<file path="config.mk">
export PLATFORM = sky130hd
export DESIGN_NAME = binary_to_bcd
export DESIGN_NICKNAME = d
export VERILOG_FILES = /design/src/rtl/binary_to_bcd.sv
export SDC_FILE = /design/constraint.sdc
export NUM_CORES = 1
export LEC_CHECK = 0
export CAP_MARGIN = 5
export CORE_UTILIZATION = 30
export CTS_BUF_LIST = sky130_fd_sc_hd__clkbuf_8
export CTS_CLUSTER_DIAMETER = 30
export DETAILED_ROUTE_END_ITERATION = 8
export PLACE_DENSITY = 0.6
export SKIP_LAST_GASP = 1
export SLEW_MARGIN = 20
export SYNTH_ARGS = -nofsm -noshare
export SYNTH_HDL_FRONTEND = slang
export SYNTH_SLANG_ARGS = --single-unit
</file>
<file path="constraint.sdc">
create_clock -name i_Clk -period 2.4 [get_ports i_Clk]
set_input_delay 0.48 -clock i_Clk [delete_from_list [all_inputs] [get_ports i_Clk]]
set_output_delay 0.48 -clock i_Clk [all_outputs]
set_load 0.01 [all_outputs]
</file>
<file path="src/rtl/binary_to_bcd.sv">
// Sequential double-dabble converter: one adjust+shift per clock, result and
// overflow flag registered in DONE and announced with a one-cycle o_Done pulse.
module binary_to_bcd #(
    parameter int unsigned WIDTH  = 8,
    parameter int unsigned DIGITS = 3
) (
    input  logic                  i_Clk,
    input  logic                  i_Rst_n,
    input  logic                  i_Start,
    input  logic [WIDTH-1:0]      i_Binary,
    output logic [4*DIGITS-1:0]   o_BCD,
    output logic                  o_Overflow,
    output logic                  o_Busy,
    output logic                  o_Done
);

    localparam int unsigned CNT_W = $clog2(WIDTH + 1);
    localparam int unsigned BCD_W = 4 * DIGITS;

    typedef enum logic [1:0] {
        S_IDLE,
        S_CONVERT,
        S_DONE
    } state_t;

    state_t             state_q, state_d;
    logic [WIDTH-1:0]   bin_q, bin_d;
    logic [BCD_W-1:0]   scratch_q, scratch_d;
    logic [BCD_W-1:0]   adj;
    logic               ovf_q, ovf_d;
    logic [CNT_W-1:0]   cnt_q, cnt_d;
    logic [BCD_W-1:0]   bcd_q, bcd_d;
    logic               overflow_q, overflow_d;
    logic               busy_q, busy_d;
    logic               done_q, done_d;

    // Per-digit +3 correction; digits are independent, no carry between them.
    always_comb begin
        adj = scratch_q;
        for (int unsigned k = 0; k < DIGITS; k++) begin
            if (scratch_q[4*k +: 4] >= 4'd5) begin
                adj[4*k +: 4] = scratch_q[4*k +: 4] + 4'd3;
            end
        end
    end

    always_comb begin
        state_d    = state_q;
        bin_d      = bin_q;
        scratch_d  = scratch_q;
        ovf_d      = ovf_q;
        cnt_d      = cnt_q;
        bcd_d      = bcd_q;
        overflow_d = overflow_q;
        done_d     = 1'b0;

        case (state_q)
            S_IDLE: begin
                if (i_Start) begin
                    bin_d     = i_Binary;
                    scratch_d = '0;
                    ovf_d     = 1'b0;
                    cnt_d     = '0;
                    state_d   = S_CONVERT;
                end
            end
            S_CONVERT: begin
                // Bits pushed out of the top digit mean the value needs more digits.
                scratch_d = {adj[BCD_W-2:0], bin_q[WIDTH-1]};
                ovf_d     = ovf_q | adj[BCD_W-1];
                bin_d     = bin_q << 1;
                cnt_d     = cnt_q + CNT_W'(1);
                if (cnt_q == CNT_W'(WIDTH - 1)) begin
                    state_d = S_DONE;
                end
            end
            S_DONE: begin
                bcd_d      = scratch_q;
                overflow_d = ovf_q;
                done_d     = 1'b1;
                state_d    = S_IDLE;
            end
            default: begin
                state_d = S_IDLE;
            end
        endcase

        busy_d = (state_d != S_IDLE);
    end

    always_ff @(posedge i_Clk or negedge i_Rst_n) begin
        if (!i_Rst_n) begin
            state_q    <= S_IDLE;
            bin_q      <= '0;
            scratch_q  <= '0;
            ovf_q      <= 1'b0;
            cnt_q      <= '0;
            bcd_q      <= '0;
            overflow_q <= 1'b0;
            busy_q     <= 1'b0;
            done_q     <= 1'b0;
        end else begin
            state_q    <= state_d;
            bin_q      <= bin_d;
            scratch_q  <= scratch_d;
            ovf_q      <= ovf_d;
            cnt_q      <= cnt_d;
            bcd_q      <= bcd_d;
            overflow_q <= overflow_d;
            busy_q     <= busy_d;
            done_q     <= done_d;
        end
    end

    assign o_BCD      = bcd_q;
    assign o_Overflow = overflow_q;
    assign o_Busy     = busy_q;
    assign o_Done     = done_q;

endmodule
</file>
**Word-level counts from Yosys, hierarchy flattened**

Cells that the tools add are included.

- Register bits after elaboration: 42
- Bits in writable memories: 0
- Memory bits (read-only): 0
- Latch bits: 0
- Memories kept: 0
- Output and inout port bits: 15

- Div/mod/pow operators: 0
- Bitwise operators: 1
- Equal/unequal tests: 4
- Reductions and logical operators: 4
- Shift operators: 0
- $lt $le $gt $ge: 3
- Muxes and demuxes: 15
- Add/sub/neg operators: 4
- Multiply operators: 0

Operators by type and width:

| operator | number |
|---|---|
| $pmux W12 S2 | 1 |
| $mux W4 | 4 |
| $pmux W8 S2 | 1 |
| $add A4 B2 Y4 const B | 3 |
| $ge A4 B3 Y1 const B | 3 |
| $mux W12 | 1 |
| $mux W8 | 1 |
| $pmux W4 S2 | 1 |
| $add A4 B1 Y4 const B | 1 |
| $eq A4 B3 Y1 const B | 1 |
| $mux W2 | 2 |
| $pmux W2 S2 | 1 |
| $reduce_bool A2 Y1 | 2 |
| $eq A2 B1 Y1 const B | 1 |
| $eq A2 B2 Y1 const B | 1 |
| $logic_not A2 Y1 | 1 |
| $mux W1 | 2 |
| $ne A2 B2 Y1 const B | 1 |
| $pmux W1 S2 | 1 |
| $reduce_and A2 Y1 | 1 |
| $or A1 B1 Y1 | 1 |

**Depth between registers and ports, before layout**

- Word-level depth: 4
- Mapped depth: 7
- Depth with buffers taken out: 6

**Least setup slack after synthesis**

No wires, ideal clock.

- Path kind: reg2reg
- Start: reg scratch_q[4]
- End: reg scratch_q[6]
- Cell stages (with the launch flop): 7
- Library setup time: 0.121 ns
- Clock period less this slack: 1.429 ns
- Path slack: 0.971 ns
- Data arrival time: 1.308 ns
- Cells stage by stage: dfrtp_1 > inv_1 > ha_1 > nand2b_1 > a21oi_1 > mux2i_1 > a22o_2

- Word-level cells in the longest chain between the ends: 3
- Elaborated cells on any way between the ends: 4
- Those cells by class: 1 x add/sub; 1 x order compare; 2 x mux

RTL lines:

| item | RTL line | RTL |
|---|---|---|
| start, declared | 28 | `logic [BCD_W-1:0] scratch_q, scratch_d;` |
| start signal, assigned | 105 | `scratch_q <= scratch_d;` |
| $add A4 B2 Y4 or $ge A4 B3 Y1 (tied branches) | 42, 41 |  |
| $mux W4 * | 41 | `if (scratch_q[4*k +: 4] >= 4'd5) begin` |
| $pmux W12 S2 * | 57 | `case (state_q)` |

Every way passes the cells marked *; elsewhere a longest branch is shown, timed or not.
A chain may end at the register's enable or synchronous reset.

**Final worst setup path**

- Start: reg bcd_q[11] (netlist: o_BCD[11])
- End: out o_BCD[11]

RTL lines:

| item | RTL line | RTL |
|---|---|---|
| start, declared | 32 | `logic [BCD_W-1:0] bcd_q, bcd_d;` |
| start signal, assigned | 98 | `bcd_q <= '0;` |
| start signal, assigned | 108 | `bcd_q <= bcd_d;` |
| end, declared | 11 | `output logic [4*DIGITS-1:0] o_BCD,` |

No word-level cell between the ends.

==> run metrics <==
Logic pwr share 0.424; residual DRC count 0; # hold bufs at CTS 0; mux contribution to synthesized area 0.0547; most common library cells after synthesis 42 x dfrtp_1, 19 x o21ai_0, 14 x a21oi_1, 10 x nand2_1; FF-to-FF Start scratch_q[4]$_DFFE_PN0P_; DP Wirelength around 2500 µm; clock power share 0.158; dpl cell area 2300 µm²; Synth Register Bits 42; number of global-route vias before repair 1458; CP Cell Sequence clkdlybuf4s50_1; CTS clk-pin slew, worst paths about 80 ps; Slew Limit Fails 0; FMAX 0.602 GHz; synthesis warning total 0; minimum clock period after layout 1660 ps; via count 1388; Int Power 1.87 mW; GRT Residual Overflow 0; Synth Area in Compound Gates 0.195; final wirelength 3760 µm; post-synth top area share 0.528; Critical path buffers and inverters 1; TritonCTS clock tree done; Die Area 6970 µm²; CP required 1920 ps; Die H 83.5 µm; largest net degree at the start of global routing 43; # resized after CTS 0; Longest Clk Path Bufs 2; setup repair bufs after CTS 0; DR iter-0 viols between 100 and 150; Worst Setup Start Kind register; fill cell count 621; global-route wire length before repair 6960 µm; die width between 80 and 90 µm; Initial Util 0.312; reg-to-reg endpoint scratch_q[6]$_DFFE_PN0P_; CP arrival 1180 ps; GP Congestion 0.718; syn_area_per_cell 11.2 µm²; largest family of logic cells by synthesized area compound AO/OA/AOI/OAI gates; GRT Total Usage 0.126; H-tree levels 2; # setup viols final 0; post-synthesis xor/xnor area fraction 0.0220; Cells after Synth 177; core area 6390 µm²; ANT nets after route 0; Lkg Pwr 1.08 nW; Worst Setup End Kind primary output; Reg2Reg Depth 6; post-synthesis net count 195; First-pass DRT Iterations 4; drt wl/cell 13.3 µm; post-synthesis cell type count 34; final setup skew approximately 2.3 ps; Multi-input gate area about 830 µm²; Post-synth EDFFs 0; # nets final 222; final hold violation count 0; Post-synth top flop dfrtp_1; Pwr per Cell Area 1240 nW/µm²; outcome complete, no violations; sw frac 0.367; Tcrit/Tclk final 0.693; ranking of synthesized cells by area dfrtp_1 53%, o21ai_0 4.8%, ha_1 4.4%; Crit path largest cell delay 540 ps; FFs w/ async S/R, synth 1.00; worst slew pin tran about 550 ps; cell area after layout roughly 2400 µm²; Ports 26; Net Sw Power 1.09 mW; FP Rows 29; VDD IR max 0.500 mV; CTS sink count 42; Root Driver clkbuf_8; Slew headroom 0.631; simple-gate share of the synthesized area 0.0993; Yosys top cell by area dfrtp_1; sequential power share 0.418; drt via density 4.92; crit-path max FO 2; max-cap viol count 0; HP Class in2async; I/O Buffers 25; Syn-to-layout area delta 19.9%; most numerous cell in the Yosys netlist dfrtp_1; latest clock arrival within the worst-skew pair 290 ps; Mapped Area 1990 µm²; final setup TNS 0 ps; register area share after synthesis 0.528; ANT cells 0; initial antenna violation count 0; layout cells sized above 1 0.180; reg-to-reg setup timing slack 760 ps; worst setup path class reg2out; RSZ-0062 raised after global routing no; register area 1050 µm²; Adder-Cell Fraction of Synth Area 0.0440; final core utilization 0.374; Crit path max-delay family buffers and inverters; slowest CP cell clkdlybuf4s50_1; CTS buffer count 5
[per-stage QoR]
stage / std cells / hold WS, ps / setup slack, ps / power, mW
after detailed placement: 274 / 469 / 427 / 2.52
after CTS: 282 / 263 / 710 / 3.00
final: 282 / 233 / 738 / 2.96
after global routing: 282 / 292 / 604 / 3.24
after global placement: 274 / 461 / 447 / 2.48
after floorplan: 177 / 184 / 971 / 2.15
[sequential cells by signal, summed over array words and instances (netlist names)]
name and cells:
o_BCD 12, scratch_q 12, bin_q 8, cnt_q 4, state_q 2, o_Busy 1
o_Done 1, o_Overflow 1, ovf_q 1
[power by group through the flow]
stage               logic, mW  clock network, mW  registers (mW)
CTS                      1.27              0.486            1.24
global route             1.44              0.519            1.29
global placement         1.23                  0            1.25
finish                   1.25              0.468            1.24
detailed placement       1.27                  0            1.25
floorplan               0.935                  0            1.21
[routing by layer]
metal | GRT usage | vias to the layer above | routed length (µm)
li1 | - | 677 | -
met1 | 0.168 | 680 | 1890
met2 | 0.194 | 24 | 1670
met3 | 0.0317 | 7 | 136
met4 | 0.0555 | 0 | 56
met5 | 0 | - | 0
[area by class of cell]
class | instances | share of cell area
well taps | 77 | 0.0404
clock buffers | 6 | 0.0346
multi-input cells | 116 | 0.346
inverters | 9 | 0.0162
flip-flops and latches | 42 | 0.440
repair buffers | 30 | 0.118
clock inverters | 2 | 0.00367
[kinds of logic after synthesis]
logic type / count (synthesis)
buffers and inverters: 19
AND/OR/NAND/NOR: 34
adder cells (fa/ha/maj): 7
multiplexers: 10
AO/OA/AOI/OAI: 60
flip-flops: 42
XOR/XNOR: 5
[placed cells by master, fill, tap and decap left out, drive strengths merged]
cell / netlist / final
clkdlybuf4s50: 0 / 24
clkbuf: 2 / 6
nand2b: 5 / 5
mux2i: 3 / 3
nor2: 4 / 4
a32o: 3 / 3
a21oi: 14 / 14
o31ai: 3 / 3
nor3: 2 / 2
a21o: 1 / 1
nor3b: 1 / 1
or2: 1 / 1
dfrtp: 42 / 42
a22o: 5 / 5
buf: 8 / 6
nor2b: 2 / 2
inv: 9 / 10
ha: 7 / 7
xor2: 2 / 2
o22ai: 3 / 3
clkinv: 0 / 1
and2b: 8 / 8
o32ai: 2 / 2
mux2: 7 / 7
nand2: 10 / 10
a22oi: 7 / 7
o21ai: 22 / 22
nand3: 1 / 1
xnor2: 3 / 3
[how the worst max path moves through the flow]
stage / start / to / slack [ps] / cells after the start
CTS: o_BCD[11]$_DFFE_PN0P_ / o_BCD[11] / 710 / 1
global route: scratch_q[4]$_DFFE_PN0P_ / scratch_q[6]$_DFFE_PN0P_ / 600 / 6
floorplan: scratch_q[4]$_DFFE_PN0P_ / scratch_q[6]$_DFFE_PN0P_ / 970 / 6
finish: o_BCD[11]$_DFFE_PN0P_ / o_BCD[11] / 740 / 1
detailed placement: i_Start / scratch_q[3]$_DFFE_PN0P_ / 430 / 6
global placement: i_Start / scratch_q[3]$_DFFE_PN0P_ / 450 / 6
No activity file was read; power rests on OpenSTA's default activity.
